<file path="src/rtl/audio_pkg.sv">
// rtl/audio_pkg.sv - shared sample/effect types and the saturating mix helper
package audio_pkg;

    typedef logic [7:0] sample_t;
    typedef logic [1:0] effect_t;

    localparam sample_t SILENCE = 8'd128;

    typedef enum logic {
        ST_IDLE,
        ST_PLAY
    } fx_state_e;

    // Offset-binary mix: both terms carry a +128 bias, so one bias is removed before clamping.
    function automatic sample_t mix_sat(input sample_t song, input sample_t fx);
        logic signed [9:0] sum;
        sum = $signed({2'b00, song}) + $signed({2'b00, fx}) - 10'sd128;
        if (sum < 10'sd0) begin
            return 8'd0;
        end else if (sum > 10'sd255) begin
            return 8'd255;
        end else begin
            return sum[7:0];
        end
    endfunction

endpackage

</file>
<file path="src/rtl/sample_tick_gen.sv">
// rtl/sample_tick_gen.sv - free-running sample-rate counter with a one-cycle tick
module sample_tick_gen #(
    parameter int CLKS_PER_SAMPLE = 12500
) (
    input  logic clk_100mhz,
    input  logic rst_in,
    output logic tick_out
);

    localparam int CW = (CLKS_PER_SAMPLE > 1) ? $clog2(CLKS_PER_SAMPLE) : 1;
    localparam logic [CW-1:0] LAST = CW'(CLKS_PER_SAMPLE - 1);

    logic [CW-1:0] cnt_q;
    logic [CW-1:0] cnt_d;

    assign tick_out = (cnt_q == LAST);

    always_comb begin
        cnt_d = tick_out ? '0 : cnt_q + CW'(1);
    end

    always_ff @(posedge clk_100mhz) begin
        if (rst_in) begin
            cnt_q <= '0;
        end else begin
            cnt_q <= cnt_d;
        end
    end

endmodule

</file>
<file path="src/rtl/audio_sample_mixer.sv">
// rtl/audio_sample_mixer.sv - paces song/effect FIFO reads, sequences effects, mixes with saturation
module audio_sample_mixer
    import audio_pkg::*;
#(
    parameter int CLKS_PER_SAMPLE = 12500,
    parameter int EFFECT_LEN      = 4000
) (
    input  logic       clk_100mhz,
    input  logic       rst_in,
    input  logic [1:0] effect_in,
    input  logic [7:0] song_dout_in,
    input  logic       song_empty_in,
    output logic       song_rd_out,
    input  logic [7:0] fx_dout_in,
    input  logic       fx_empty_in,
    output logic       fx_rd_out,
    output logic       fx_start_out,
    output logic [1:0] fx_sel_out,
    output logic [7:0] sample_out,
    output logic       underrun_out
);

    localparam int NW = (EFFECT_LEN > 1) ? $clog2(EFFECT_LEN) : 1;
    localparam logic [NW-1:0] LAST_FX = NW'(EFFECT_LEN - 1);

    logic      tick;
    logic      song_rd;
    logic      fx_rd;

    fx_state_e state_q,    state_d;
    logic [NW-1:0] fx_cnt_q, fx_cnt_d;
    effect_t   fx_sel_q,   fx_sel_d;
    logic      fx_start_q, fx_start_d;
    logic      song_vld_q, song_vld_d;
    logic      fx_vld_q,   fx_vld_d;
    logic      mix_q,      mix_d;
    sample_t   sample_q,   sample_d;
    logic      underrun_q, underrun_d;

    sample_tick_gen #(
        .CLKS_PER_SAMPLE(CLKS_PER_SAMPLE)
    ) u_tick (
        .clk_100mhz(clk_100mhz),
        .rst_in    (rst_in),
        .tick_out  (tick)
    );

    always_comb begin
        state_d    = state_q;
        fx_cnt_d   = fx_cnt_q;
        fx_sel_d   = fx_sel_q;
        fx_start_d = 1'b0;
        fx_rd      = 1'b0;
        song_rd    = tick && !song_empty_in && !rst_in;

        case (state_q)
            ST_IDLE: begin
                if (effect_in != 2'd0) begin
                    fx_sel_d   = effect_in;
                    fx_start_d = 1'b1;
                    fx_cnt_d   = '0;
                    state_d    = ST_PLAY;
                end else begin
                    fx_rd = !fx_empty_in;
                end
            end
            ST_PLAY: begin
                if (tick) begin
                    fx_rd    = !fx_empty_in;
                    fx_cnt_d = fx_cnt_q + NW'(1);
                    if (fx_cnt_q == LAST_FX) begin
                        state_d = ST_IDLE;
                    end
                end
            end
            default: state_d = ST_IDLE;
        endcase
        fx_rd = fx_rd && !rst_in;

        // Only PLAY-tick pops feed the mix; IDLE flush data is discarded.
        song_vld_d = song_rd;
        fx_vld_d   = fx_rd && tick && (state_q == ST_PLAY);
        mix_d      = tick;
        underrun_d = underrun_q | (tick & song_empty_in);

        sample_d = sample_q;
        if (mix_q) begin
            sample_d = mix_sat(song_vld_q ? song_dout_in : SILENCE,
                               fx_vld_q   ? fx_dout_in   : SILENCE);
        end
    end

    always_ff @(posedge clk_100mhz) begin
        if (rst_in) begin
            state_q    <= ST_IDLE;
            fx_cnt_q   <= '0;
            fx_sel_q   <= 2'd0;
            fx_start_q <= 1'b0;
            song_vld_q <= 1'b0;
            fx_vld_q   <= 1'b0;
            mix_q      <= 1'b0;
            sample_q   <= SILENCE;
            underrun_q <= 1'b0;
        end else begin
            state_q    <= state_d;
            fx_cnt_q   <= fx_cnt_d;
            fx_sel_q   <= fx_sel_d;
            fx_start_q <= fx_start_d;
            song_vld_q <= song_vld_d;
            fx_vld_q   <= fx_vld_d;
            mix_q      <= mix_d;
            sample_q   <= sample_d;
            underrun_q <= underrun_d;
        end
    end

    assign song_rd_out  = song_rd;
    assign fx_rd_out    = fx_rd;
    assign fx_start_out = fx_start_q;
    assign fx_sel_out   = fx_sel_q;
    assign sample_out   = sample_q;
    assign underrun_out = underrun_q;

endmodule

</file>
<file path="config.mk">
export PLATFORM = sky130hd
export DESIGN_NAME = audio_sample_mixer
export DESIGN_NICKNAME = d
export VERILOG_FILES = /design/src/rtl/audio_pkg.sv /design/src/rtl/sample_tick_gen.sv /design/src/rtl/audio_sample_mixer.sv
export SDC_FILE = /design/constraint.sdc
export NUM_CORES = 1
export LEC_CHECK = 0
export CORE_AREA = 8 8 80 82
export DETAILED_ROUTE_END_ITERATION = 10
export DIE_AREA = 0 0 88 90
export PLACE_DENSITY_LB_ADDON = 0.08
export REMOVE_ABC_BUFFERS = 1
export SYNTH_ARGS = -nofsm -noshare
export SYNTH_HDL_FRONTEND = slang
export SYNTH_SLANG_ARGS = --single-unit
</file>
<file path="constraint.sdc">
create_clock -name clk_100mhz -period 2.67 [get_ports clk_100mhz]
set_input_delay 0.4005 -clock clk_100mhz [delete_from_list [all_inputs] [get_ports clk_100mhz]]
set_output_delay 0.4005 -clock clk_100mhz [all_outputs]
set_load 0.02 [all_outputs]
</file>
# After elaboration in Yosys (flattened, before gate mapping)
# Cells that the tools add are included.
# totals
latch_bits	0
inputBits	22
register_bits	42
mem_bits_rw	0
n_memories	0
elab_cells	50
mem_bits_ro	0
out_inout_bits	14
# op_classes
addsub	4
order_cmp	2
n_mul	0
n_reduce_logical	13
bitwise	3
shift	0
n_div	0
muxes	14
n_eq_ne	4
# ops
op	count
$mux W8	4
$mux W12	2
$pmux W12 S2	1
$add A14 B1 Y14 const B	1
$eq A14 B14 Y1 const B	1
$add A12 B1 Y12 const B	1
$eq A12 B12 Y1 const B	1
$gt A10 B9 Y1 const B	1
$lt A10 B1 Y1 const B	1
$sub A9 B8 Y10 const B	1
$add A8 B8 Y9	1
$logic_and A1 B1 Y1	5
$mux W1	5
$ne A2 B2 Y1 const B	2
$pmux W1 S2	2
$reduce_and A2 Y1	2
$reduce_or A2 Y1	2
$logic_not A1 Y1	3
$reduce_bool A2 Y1	1
$and A1 B1 Y1	1
$not A1 Y1	1
$or A1 B1 Y1	1

# Depth between registers and ports, before layout
# Gate-level depths: netlist of the first run.
# depth
word_depth	6
depth_mapped	10

# Modules after synthesis
# From an unflattened synthesis of the first run, not the netlist that was laid out.
# hier_totals
cells_unflattened	277
hier_area_um2	2362.3
# by_module_without_submodules
mod	cells_each	n_inst	area_per_inst_um2
audio_sample_mixer	204	1	1712.9
sample_tick_gen	73	1	649.4

# Least setup slack after synthesis of the first run
# No wires, ideal clock.
# synth_timing
kind	input -> register
from	input port song_dout_in[5]
to	register sample_q[4], in the netlist sample_out[4]
setup_ns	0.095
t_required_ns	2.575
path_stages	8
n_path_buf	0
arrival_time_ns	2.485
setup_slack_ns	0.089
path_cell_list	and2_1 -> ha_1 -> ha_1 -> a21o_1 -> a31o_2 -> a2111oi_2 -> nor2_1 -> a221oi_1
# synth_between
elab_chain_len	6
word_cells_on_any_way	7
# synth_rtl
item	line_no	source
start: declaration	audio_sample_mixer.sv:11	input logic [7:0] song_dout_in,
$mux W8 *	audio_sample_mixer.sv:88	sample_d = mix_sat(song_vld_q ? song_dout_in : SILENCE,
$add A8 B8 Y9 *	audio_pkg.sv:17	sum = $signed({2'b00, song}) + $signed({2'b00, fx}) - 10'sd128;
$sub A9 B8 Y10 *	audio_pkg.sv:17	
$gt A10 B9 Y1	audio_pkg.sv:20	end else if (sum > 10'sd255) begin
$mux W8	audio_pkg.sv:20	
$mux W8 *	audio_pkg.sv:18	if (sum < 10'sd0) begin
end signal: assignment	audio_sample_mixer.sv:112	sample_q <= sample_d;
end: declaration	audio_sample_mixer.sv:37	sample_t sample_q, sample_d;
# Mark *: on every way between the ends. The rest lies on a longest branch, timed or not.
# A chain may end at the register's enable or synchronous reset.

# Worst setup path in the final report of the first run
# layout_timing
from	input port song_dout_in[1]
to	register sample_q[4], in the netlist sample_out[4]
# Same word-level chain as after synthesis.

==> summary.txt, run 1 <==
Outcome
  • Outcome: complete, no violations

Worst setup path
  • Worst Setup Start Kind: primary input
  • Critical Path Stages: 11
  • Top delay family on crit path: adder cells
  • R2R depth: 10
  • Biggest cell delay along the critical path: 410 ps
  • Reg-to-Reg End: sample_out[4]
  • Worst-path fanout max: 3
  • Data arrival time of the critical path: 2740 ps
  • Worst setup EP type: register
  • Crit path buf inv count: 2
  • Crit path kind: primary input to register
  • WP data required: 2880 ps
  • R2R Setup Slk: 230 ps
  • CP Cell Sequence: clkdlybuf4s50_1 -> and2_1 -> ha_1 -> ha_1 -> inv_1 -> fa_1 -> nor2b_1 -> o21ai_0 -> a21oi_2 -> nor2_1 -> a221oi_2
  • RR Startpoint: fx_vld_q
  • Crit path top cell by count: ha_1
  • Worst setup path end: sample_out[4]
  • Slowest CP cell: fa_1
  • Crit path launch: song_dout_in[1]

Floorplan
  • Die width: 88 µm
  • Initial Util: 46.5%
  • Core Box Area: 5240 µm²
  • Die Ht: 90 µm
  • I/O pin cnt: 36
  • Die area: 7920 µm²
  • # rows: 27

Min path
  • WHS Path Cells: 2
  • HP Class: register to register

Routing
  • Via/cell ratio: 5.26
  • DRC Markers: 0
  • Via Count: 2,262
  • Post-Route WL: 5.71 mm
  • Final ANT Viol Nets: 0
  • First-pass DRT Iterations: 4
  • Wire length per cell: 13.3 µm
  • 1st-iter DRT viols: 79

Global route
  • Number of global-route vias before repair: 2,188
  • Tot GR Track Use: 15.0%
  • Largest net degree at the start of global routing: 17
  • Initial antenna violation count: 0
  • Global-route wire length before repair: 9.69 mm
  • Grt total ovfl: 0

Synth
  • Largest family of logic cells by synthesized area: simple AND/OR/NAND/NOR gates
  • Yosys top cell area share: 34.5%
  • Ys Warns: 0
  • Syn Inst Count: 296
  • Yosys top cell by area: dfxtp_1
  • Post-synthesis register bit count: 42
  • Compound-Gate Fraction of Synth Area: 15.7%
  • Mapped Avg Cell Area: 8.23 µm²
  • Ys async rst share: 0%
  • Most used DFF post-synth: dfxtp_1
  • Post-synthesis xor/xnor area fraction: 4.68%
  • Area share of and/or/nand/nor cells after synthesis: 29.5%
  • Synthesized area: 2430 µm²
  • Post-synth EDFFs: 0
  • Count of cell types in the netlist: 45
  • Multiplexer share of the synthesized area: 2.26%
  • Area contributors post-synth: dfxtp_1 35%, ha_1 8.7%, nor2_1 4.5%, and2_1 4.4%, nand2_1 4.2%
  • Post-synthesis sequential area ratio: 34.5%
  • Adder-Cell Fraction of Synth Area: 9.56%

Power and ir drop
  • VDD IR max: 296 µV
  • Reg power frac: 56.1%
  • Sw power: 0.000273 W
  • Leak: 1.28 nW
  • Comb pwr share: 7.8%
  • Total power: 0.00114 W
  • Clock power frac: 36.1%
  • Sw frac: 24.0%
  • Pwr Density: 362 nW/µm²
  • Pint: 0.000866 W

STA
  • Clock skew: 9.39 ps
  • Setup repair after global routing missed its margin: yes
  • Final Hold Fails: 0
  • Worst-Margin Slew: 533 ps
  • Fin crit period: 2520 ps
  • Fin crit share: 94.6%
  • Max Clock Freq: 396 MHz
  • Final setup viols: 0
  • Max Slew Vio Count: 0
  • Relative slew margins: 64.5%

Clocking
  • H-Tree Depth: 2
  • CTS Buf Count: 5
  • Clock sinks: 42
  • Clk_lat worst skew: 300 ps
  • Postcts setup bufs: 0
  • CTS tree: yes
  • CTS clk-pin slew, worst paths: 90 ps
  • CTS root buffer: clkbuf_8
  • Clk buf depth: 2
  • Hold-fix buffer count after cts: 0

Finish
  • Fill cells: 485
  • Net count reported at finish: 397
  • Share of layout cells above drive strength 1: 13.4%
  • Diodes inserted: 0
  • Design area: 3150 µm²
  • Area Overhead vs Synth: 29.4%

Placement
  • Port-buffer cells: 35
  • Placer Congestion: 0.842
  • Placed Area: 3040 µm²
  • Dpl hpwl: 4.39 mm

Flow run
  • Max-cap violations: 0
==> worst min-delay path by stage <==
stage                    start         endpoint
3_5_place_dp     sample_out[0]    sample_out[0]
4_1_cts          sample_out[0]    sample_out[0]
2_1_floorplan  u_tick.cnt_q[0]  u_tick.cnt_q[0]
6_report         sample_out[0]    sample_out[0]
3_3_place_gp     sample_out[0]    sample_out[0]
5_1_grt          sample_out[3]    sample_out[3]
==> power by group through the flow <==
stage	logic, W	clock network, W	registers, W
6_report	0.0000883	0.000411	0.000640
5_1_grt	0.0000968	0.000450	0.000641
4_1_cts	0.0000887	0.000430	0.000640
3_5_place_dp	0.0000874	0	0.000655
3_3_place_gp	0.0000866	0	0.000654
2_1_floorplan	0.0000241	0	0.000659
==> synthesized netlist by cell type (2+ instances only) <==
cell / instances
xnor2_1: 4
o21a_1: 4
a21o_1: 3
nand4_1: 6
a311oi_1: 3
a21oi_1: 19
or2_2: 2
nor4_1: 2
and3_1: 8
nand3_1: 9
dfxtp_1: 42
o21ai_0: 15
buf_4: 2
xor2_1: 9
nand2_1: 27
or4b_1: 2
nor3b_1: 3
clkbuf_1: 6
a41oi_1: 2
or3_1: 4
and2_1: 17
ha_1: 17
a211oi_1: 4
nand2b_1: 4
o311ai_0: 2
nand3b_1: 2
inv_1: 13
nor2b_1: 9
nor3_1: 10
nor2_1: 29
mux2_1: 3
==> layer usage <==
metal | part of all wire [%] | GRT usage (%) | vias up | wire (µm)
met3 | 4.7 | 4.00 | 8 | 267
met4 | 1.8 | 6.03 | 0 | 100
met2 | 47 | 24.2 | 36 | 2690
met5 | 0 | 0 | - | 0
li1 | - | - | 1167 | -
met1 | 46 | 18.0 | 1051 | 2640
==> flip-flops by register name (all words and copies together), names as in the netlist <==
signal and count:
state_q 1, mix_q 1, song_vld_q 1, fx_sel_out 2, sample_out 8, fx_start_out 1
underrun_out 1, u_tick.cnt_q 14, fx_vld_q 1, fx_cnt_q 12
==> layout make-up <==
type | count | area [µm²] | area share [%]
Clock buffer | 5 | 68.8 | 2.18
Multi-Input combinational cell | 232 | 1530 | 48.6
Clock inverter | 3 | 21.3 | 0.675
Sequential cell | 42 | 841 | 26.7
Inverter | 13 | 48.8 | 1.55
Timing Repair Buffer | 63 | 551 | 17.5
Tap cell | 72 | 90.1 | 2.86
==> layout by cell type, fill, tap and decap left out, types with 10 or more instances in the layout <==
master	instances
o21ai_0	13
inv_1	13
ha_1	17
buf_4	28
and2_1	17
nor2_1	29
dfxtp_1	42
clkdlybuf4s50_1	33
nand2_1	27
nor3_1	10
a21oi_1	18
==> logic make-up (layout without fill, tap and decap cells) <==
group | Yosys count | after routing
AO/OA/AOI/OAI | 59 | 59
XOR/XNOR | 13 | 13
adder cells (fa/ha/maj) | 18 | 18
buffers and inverters | 22 | 84
flip-flops | 42 | 42
multiplexers | 5 | 5
AND/OR/NAND/NOR | 137 | 137
==> worst reg2reg max path: stages (launching register included) <==
cell and delay, ps:
dfxtp_1 390, and2_1 170, ha_1 270, ha_1 170, inv_1 60, fa_1 410, nor2b_1 160, o21ai_0 140
a21oi_2 240, nor2_1 100, a221oi_2 260
==> per-stage QoR <==
stage | TNS, ps | hold WS, ps | util, % | instances | setup WS [ps]
2_1_floorplan | 0 | 426 | - | 287 | 23.1
3_3_place_gp | -1800 | 439 | 58.1 | 422 | -284
3_5_place_dp | -1890 | 441 | 58.1 | 422 | -289
4_1_cts | 0 | 463 | 60.0 | 430 | 21.8
5_1_grt | -28.7 | 477 | 60.2 | 430 | -28.7
6_report | 0 | 456 | 60.2 | 430 | 145
==> timing repair <==
action | CTS | global route
resized for setup | 6 | 10
endpoints found under the setup margin | 2 | 10
pin swaps | 0 | 1
(Power assumes the default switching activity.)
==> inputs of run 2 (changes only) <==
Settings changed: CAP_MARGIN set to 40, PLACE_DENSITY_LB_ADDON 0.08 to 0.12.
==> run 2 against run 1 <==
Effect of this change: register-to-register slack improved by 60 ps; routed wire length down 2.6%; non-clock buffer count did not move; clock skew grew 2.7 ps; via count is 0.66% lower; final area decreased by 0.32%; clock power grew 3%; cell count stayed put; critical endpoint is now fx_rd_out.
==> summary.txt, run 2 (synthesis gave the netlist of run 1 again) <==
Floorplan
  • Die Ht: 90 µm (unchanged)
  • Initial Util: 46.5% (unchanged)
  • # rows: 27 (unchanged)
  • Die width: 88 µm (unchanged)
  • Core Box Area: 5240 µm² (unchanged)
  • Die area: 7920 µm² (unchanged)
  • I/O pin cnt: 36 (unchanged)

Routing
  • 1st-iter DRT viols: 98 (+24%)
  • Via/cell ratio: 5.23 (-0.66%)
  • Wire length per cell: 12.9 µm (-2.6%)
  • Post-Route M1 WL: 2.69 mm (+1.8%)
  • Max Used Layer: met4
  • Via Count: 2,247 (-0.66%)
  • Post-Route WL: 5.56 mm (-2.6%)
  • Final ANT Viol Nets: 0 (unchanged)
  • Met3 wire length: 357 µm (+34%)
  • DRC Markers: 0 (unchanged)
  • First-pass DRT Iterations: 4 (unchanged)
  • Met2 Wirelength: 2.43 mm (-9.8%)

Worst setup path
  • WP data required: 2270 ps (-610 ps)
  • Worst Setup Start Kind: register
  • Crit path kind: register to output port
  • Biggest cell delay along the critical path: 540 ps (+130 ps)
  • CP Cell Sequence: or4b_1 -> nor4_2 -> buf_4 -> nor2b_1 -> nor4_1 -> buf_2
  • Worst setup EP type: output port
  • Worst-path fanout max: 4 (+1)
  • Slowest CP cell: or4b_1
  • Data arrival time of the critical path: 2100 ps (-640 ps)

Power and ir drop
  • Reg power frac: 55.9% (-0.2 points)
  • VDD IR max: 328 µV (+11%)
  • Comb pwr share: 7.1% (-0.7 points)
  • Pwr Density: 365 nW/µm² (+1.0%)
  • Sw power: 0.000280 W (+2.3%)
  • Clock power frac: 36.9% (+0.8 points)
  • Leak: 1.26 nW (-1.2%)
  • Pint: 0.000868 W (+0.21%)
  • Sw frac: 24.4% (+0.38 points)
  • Total power: 0.00115 W (+0.72%)

STA
  • Max Slew Vio Count: 0 (unchanged)
  • Clock skew: 12.1 ps (+2.72 ps)
  • Fin crit share: 93.7% (-0.91 points)
  • Relative slew margins: 62.4% (-2.0 points)
  • Setup repair after global routing missed its margin: no
  • Final Hold Fails: 0 (unchanged)
  • Worst-Margin Slew: 563 ps (+29.8 ps)
  • Final setup viols: 0 (unchanged)
  • Worst hold margin: 457 ps (+1.22 ps)
  • Fin crit period: 2500 ps (-24.3 ps)
  • Max Clock Freq: 400 MHz (+0.97%)
  • TNS Setup: 0 ps (unchanged)

Clocking
  • Hold-fix buffer count after cts: 0 (unchanged)
  • Postcts setup bufs: 0 (unchanged)
  • Clk buf depth: 2 (unchanged)
  • Clock sinks: 42 (unchanged)
  • CTS Buf Count: 5 (unchanged)
  • H-Tree Depth: 2 (unchanged)
  • CTS tree: yes
  • CTS root buffer: clkbuf_8
  • CTS clk-pin slew, worst paths: 90 ps (about the same)
  • Clk_lat worst skew: 300 ps (about the same)

Finish
  • Max reg flops: 14 (unchanged)
  • Net count reported at finish: 397 (unchanged)
  • Area Overhead vs Synth: 29.0%
  • Commonest non-fill, non-tap cell in the layout: dfxtp_1
  • Share of layout cells above drive strength 1: 13.7% (+0.28 points)
  • Diodes inserted: 0 (unchanged)
  • Most frequent cells in the layout: 40 x dfxtp_1, 33 x clkdlybuf4s50_1, 29 x nor2_1
  • Most flops, register: u_tick.cnt_q
  • Fill cells: 487 (+0.41%)

Placement
  • Dpl hpwl: 4.25 mm (-3.1%)
  • Port-buffer cells: 35 (unchanged)
  • Placer Congestion: 0.816 (-3.1%)

Global route
  • Initial antenna violation count: 0 (unchanged)
  • Grt total ovfl: 0 (unchanged)
  • Global-route wire length before repair: 9.76 mm (+0.78%)
  • Tot GR Track Use: 15.1% (+0.15 points)
  • Number of global-route vias before repair: 2,190 (+0.091%)
  • Largest net degree at the start of global routing: 17 (unchanged)

Min path
  • HP Class: register to register

Outcome
  • Outcome: complete, no violations

Flow run
  • Max-cap violations: 0 (unchanged)
-- run 2: worst max-delay path: cells and delay by family (launching register included) --
| kind | cells | cell delay (ps) |
|---|---|---|
| AND/OR/NAND/NOR | 4 | 1090 |
| flip-flops | 1 | 320 |
| buffers and inverters | 2 | 390 |
-- run 2: final timing paths --
check	startpoint	to	slack, ps	depth (start not counted)
max	u_tick.cnt_q[3]	fx_rd_out	170	6
min	sample_out[0]	sample_out[0]	460	2
max reg2reg	song_vld_q	sample_out[6]	290	8
min reg2reg	sample_out[0]	sample_out[0]	460	2
-- run 2: repair_timing --
action | in CTS | in global routing
resized for setup | 6 | 10
endpoints found under the setup margin | 3 | 10
pin swaps | 0 | 1
-- run 2: through the flow --
| stage | area, µm² | std cells | setup slack, ps | util [%] |
|---|---|---|---|---|
| CTS | 3140 | 430 | 13.6 | 60.0 |
| global route | 3140 | 430 | 9.16 | 60.0 |
| global placement | 3040 | 422 | -228 | 58.1 |
| detailed placement | 3040 | 422 | -317 | 58.1 |
| floorplan | 2390 | 287 | 23.1 | - |
| finish | 3140 | 430 | 169 | 60.0 |
-- run 2: metal layers --
metal	up-vias	track usage (%)
li1	1167	-
met1	1034	18.5
met2	40	23.5
met3	6	5.10
met4	0	5.74
met5	-	0
-- run 2: power groups by stage --
stage | logic, W | clock network, W | registers, W
floorplan | 0.0000241 | 0 | 0.000659
global placement | 0.0000827 | 0 | 0.000656
detailed placement | 0.0000833 | 0 | 0.000657
CTS | 0.0000836 | 0.000435 | 0.000642
global route | 0.0000917 | 0.000470 | 0.000644
finish | 0.0000820 | 0.000424 | 0.000642
-- run 2: layout make-up --
class | instances | area (µm²) | share of cell area (%)
clock buffer | 5 | 68.8 | 2.19
multi-input combinational | 232 | 1520 | 48.3
clock inverter | 3 | 23.8 | 0.757
sequential | 42 | 843 | 26.8
tap | 72 | 90.1 | 2.87
timing repair buffer | 63 | 551 | 17.5
inverter | 13 | 48.8 | 1.55
==> inputs of run 3 (changes only) <==
Settings changed: CORE_AREA 8 8 80 82 to 8 8 74 76, DIE_AREA 0 0 88 90 to 0 0 82 84.
Clock period 2.67 ns to 3.1 ns, I/O delays scaled along.
==> run 3 against run 2 <==
Effect of this change: clock power down 19%; setup slack better by 100 ps; sequential cell count unchanged.
==> summary.txt, run 3 (synthesis gave the netlist of run 1 again) <==
Outcome
  • Outcome: complete, no violations

Floorplan
  • # rows: 24 (-11%)
  • Die width: 82 µm (-6.8%)
  • I/O pin cnt: 36 (unchanged)
  • Die area: 6890 µm² (-13%)
  • Die Ht: 84 µm (-6.7%)
  • Core Box Area: 4260 µm² (-19%)
  • Initial Util: 57.1% (+11 points)

Routing
  • Via/cell ratio: 5.66 (+8.3%)
  • Wire length per cell: 13.8 µm (+7.0%)
  • 1st-iter DRT viols: 74 (-24%)
  • First-pass DRT Iterations: 4 (unchanged)
  • DRC Markers: 0 (unchanged)
  • Via Count: 2,201 (-2.0%)
  • Final ANT Viol Nets: 0 (unchanged)
  • Post-Route WL: 5.38 mm (-3.2%)

Power and ir drop
  • Pwr Density: 327 nW/µm² (-10%)
  • Reg power frac: 57.2% (+1.3 points)
  • Comb pwr share: 7.2% (about the same)
  • Pint: 0.000744 W (-14%)
  • Total power: 0.000968 W (-16%)
  • Sw power: 0.000224 W (-20%)
  • VDD IR max: 327 µV (-0.14%)
  • Sw frac: 23.1% (-1.2 points)
  • Clock power frac: 35.7% (-1.2 points)
  • Leak: 1.19 nW (-6.1%)

Placement
  • Post-Place Cells: 381 (-9.7%)
  • Dpl hpwl: 4.07 mm (-4.4%)
  • Pre-CTS WS: -24.2 ps (+293 ps)
  • Placed Area: 2860 µm² (-6.0%)
  • Placer Congestion: 0.839 (+2.8%)
  • Port-buffer cells: 35 (unchanged)

Worst setup path
  • WP data required: 3320 ps (+1050 ps)
  • Data arrival time of the critical path: 3040 ps (+940 ps)
  • Worst Setup Start Kind: primary input
  • Crit path kind: primary input to register
  • Worst setup EP type: register
  • Worst-path fanout max: 5 (+1)

Finish
  • Fill cells: 384 (-21%)
  • Most flops, register: u_tick.cnt_q
  • Most frequent cells in the layout: 42 x dfxtp_1, 33 x clkdlybuf4s50_1, 29 x nor2_1
  • Area Overhead vs Synth: 21.4%
  • Design area: 2960 µm² (-5.9%)
  • Share of layout cells above drive strength 1: 5.93% (-7.8 points)
  • Max reg flops: 14 (unchanged)
  • Commonest non-fill, non-tap cell in the layout: dfxtp_1
  • Diodes inserted: 0 (unchanged)
  • Final Instance Count excl. Fillers: 389 (-9.5%)
  • Net count reported at finish: 376 (-5.3%)

Global route
  • Tot GR Track Use: 16.3% (+1.2 points)
  • GRT Max-Usage Layer: met2
  • Initial antenna violation count: 0 (unchanged)
  • Grt total ovfl: 0 (unchanged)
  • Largest net degree at the start of global routing: 17 (unchanged)
  • Number of global-route vias before repair: 2,060 (-5.9%)
  • M2 GR Usage: 26.1% (+2.5 points)
  • Global-route wire length before repair: 9.09 mm (-6.9%)
  • M3 GR Usage: 4.74% (-0.35 points)
  • Grt met1 use: 19.0% (+0.53 points)

STA
  • Fin crit share: 91.2%
  • Max Clock Freq: 354 MHz
  • Final Hold Fails: 0 (unchanged)
  • Relative slew margins: 43.8% (-19 points)
  • Final worst slack: 272 ps (+103 ps)
  • Worst-Margin Slew: 830 ps (+267 ps)
  • Max Slew Vio Count: 0 (unchanged)
  • Clock skew: 9.55 ps (-2.56 ps)
  • Worst hold margin: 467 ps (+9.29 ps)
  • Final setup viols: 0 (unchanged)
  • Fin crit period: 2830 ps
  • Setup repair after global routing missed its margin: no

Flow run
  • Max-cap violations: 0 (unchanged)

Clocking
  • CTS root buffer: clkbuf_8
  • Clk buf depth: 2 (unchanged)
  • CTS tree: yes
  • CTS clk-pin slew, worst paths: 80 ps (about the same)
  • Postcts setup bufs: 0 (unchanged)
  • Clk_lat worst skew: 300 ps (about the same)
  • CTS Buf Count: 5 (unchanged)
  • H-Tree Depth: 2 (unchanged)
  • Clock sinks: 42 (unchanged)

Min path
  • HP Class: register to register
-- run 3: power by group through the flow --
stage,registers (W),clock network [W],logic [W]
after global placement,0.000566,0,0.0000683
after floorplan,0.000568,0,0.0000208
final,0.000553,0.000345,0.0000692
after global routing,0.000554,0.000381,0.0000761
after CTS,0.000553,0.000351,0.0000697
after detailed placement,0.000566,0,0.0000692
-- run 3: layer usage --
layer / part of all wire (%) / wire (µm)
met2: 47 / 2520
met3: 5.6 / 303
met5: 0 / 0
met4: 1.9 / 101
met1: 46 / 2450
-- run 3: final timing paths --
kind | from | endpoint | slack, ps | cells past startpoint
max | fx_dout_in[1] | sample_out[3] | 270 | 11
max reg2reg | song_vld_q | sample_out[3] | 440 | 10
min | sample_out[2] | sample_out[2] | 470 | 2
min reg2reg | sample_out[2] | sample_out[2] | 470 | 2
-- run 3: critical path, stage by stage --
cell and delay (ps):
clkdlybuf4s50_1 390, and2_1 160, ha_1 270, ha_1 180, inv_1 60, fa_1 390
nor2b_1 230, o21ai_0 130, a21oi_1 290, o21ai_0 230, o21ai_0 230
-- run 3: per-stage QoR --
stage	TNS (ps)	util, %
after CTS	0	69.1
after detailed placement	-41.5	67.1
after floorplan	0	-
final	0	69.3
after global placement	0	67.1
after global routing	0	69.3
-- run 3: cell type report --
type | instances | area (µm²) | area share [%]
Multi-Input combinational cell | 232 | 1510 | 51.1
Sequential cell | 42 | 841 | 28.4
Timing Repair Buffer | 42 | 404 | 13.7
Clock buffer | 6 | 72.6 | 2.45
Tap cell | 52 | 65.1 | 2.20
Inverter | 13 | 48.8 | 1.65
Clock inverter | 2 | 13.8 | 0.466
-- run 3: what timing repair did --
| item | 4_1_cts | 5_1_grt |
|---|---|---|
| endpoints found under the hold margin | 0 | 0 |
| hold buffers | 0 | 0 |
| setup endpoints to repair | 1 | 1 |
| gates resized for setup | 1 | 2 |
==> RTL change (config.mk and constraints of run 3) <==
`CLKS_PER_SAMPLE` is set to 12500 in 2 places; all go to 6250.
--- a/src/rtl/sample_tick_gen.sv
+++ b/src/rtl/sample_tick_gen.sv
@@ -1,6 +1,6 @@
 // rtl/sample_tick_gen.sv - free-running sample-rate counter with a one-cycle tick
 module sample_tick_gen #(
-    parameter int CLKS_PER_SAMPLE = 12500
+    parameter int CLKS_PER_SAMPLE = 6250
 ) (
     input  logic clk_100mhz,
     input  logic rst_in,
--- a/src/rtl/audio_sample_mixer.sv
+++ b/src/rtl/audio_sample_mixer.sv
@@ -2,7 +2,7 @@
 module audio_sample_mixer
     import audio_pkg::*;
 #(
-    parameter int CLKS_PER_SAMPLE = 12500,
+    parameter int CLKS_PER_SAMPLE = 6250,
     parameter int EFFECT_LEN      = 4000
 ) (
     input  logic       clk_100mhz,
Behaviour: same outputs for any inputs over 10 cycles, from zero or initial values and one cycle with rst_in high; that may be too few to reach the edited logic, so the function may still have changed.
==> RTL change against run 3 <==
Synthesized area is 3.4% lower. Fmax is 1.3% lower. Final area is 1.0% lower. Non-clock buffer count is 2 higher. Sequential cell count is 1 lower. Clock skew is 0.0027 ns lower. Setup slack worse by 0.038 ns. Total power is 7.4% higher. Count of clock-buffer cells in the layout stayed put. Synthesized cell count is 6.4% lower. Die area stayed put. Highest routed layer unchanged. Worst hold slack better by 0.015 ns. Wire length is 4.7% lower. Largest power group unchanged. Clock power is 23% higher.
==> RTL change: results (changes against run 3) <==
- Outcome: finished, final reports clean
- Fraction of layout cells with a size suffix above 1: 7.12% (+1.2 points)
- Pre-CTS setup slack: 0.0393 ns (+0.0634 ns)
- Data arrival, critical path: 2.40 ns (-0.64 ns)
- Mapped Avg Cell Area: 8.49 µm² (+3.2%)
- Leakage: 0.00119 µW (about the same)
- Detailed Route WL: 5130 µm (-4.7%)
- CP peak stage delay: 0.63 ns (+0.24 ns)
- Adder-cell area share of the yosys netlist: 10.4% (+0.87 points)
- DRT iter0 DRCs: 103 (+39%)
- Actual slew at the worst max-slew pin: 0.851 ns (+0.0214 ns)
- Maximum vdd drop: 0.277 mV (-15%)
- Netlist cell types: 47 (+4.4%)
- Mux contribution to synthesized area: 0.852% (-1.4 points)
- Sequential power: 540 µW (-2%)
- Synth top cells by count: dfxtp_1, nor2_1, nand2_1
- Dpl hpwl: 4000 µm (-1.7%)
- Placed Cells: 367 (-3.7%)
- Met2 global-route usage: 23.9% (-2.2 points)
- Met3 Usage GRT: 4.31% (-0.43 points)
- Largest register FFs: 13 (-1)
- Met1 GRT Util: 19.5% (+0.44 points)
- Worst Path Max Fanout: 6 (+1)
- Post-CTS sizing: 0 (-1)
- Top delay family on crit path: simple AND/OR/NAND/NOR gates
- Synth Area in Compound Gates: 15.6% (-0.080 points)
==> RTL change: cell types whose count changed in the layout (fill, tap and decap cells not counted), moves of 3 or more <==
cell,delta
mux2_1,-3
o21ai_0,-4
a21oi_1,-4
xnor2_1,+6
==> RTL change: final cells by class <==
cell class | count | area [µm²] | share of cell area [%]
clock buffers | 6 | 72.6 | 2.48
clock inverters | 2 | 38.8 | 1.33
flip-flops and latches | 41 | 821 | 28.0
inverters | 11 | 41.3 | 1.41
well taps | 52 | 65.1 | 2.22
repair buffers | 44 | 420 | 14.4
multi-input cells | 219 | 1470 | 50.1
==> RTL change: final timing paths <==
| path | start | to | slack, ns | cells past startpoint |
|---|---|---|---|---|
| max | u_tick.cnt_q[4] | song_rd_out | 0.23 | 4 |
| min | fx_cnt_q[9] | fx_cnt_q[9] | 0.48 | 1 |
| max reg2reg | fx_vld_q | sample_out[0] | 0.43 | 10 |
| min reg2reg | fx_cnt_q[9] | fx_cnt_q[9] | 0.48 | 1 |
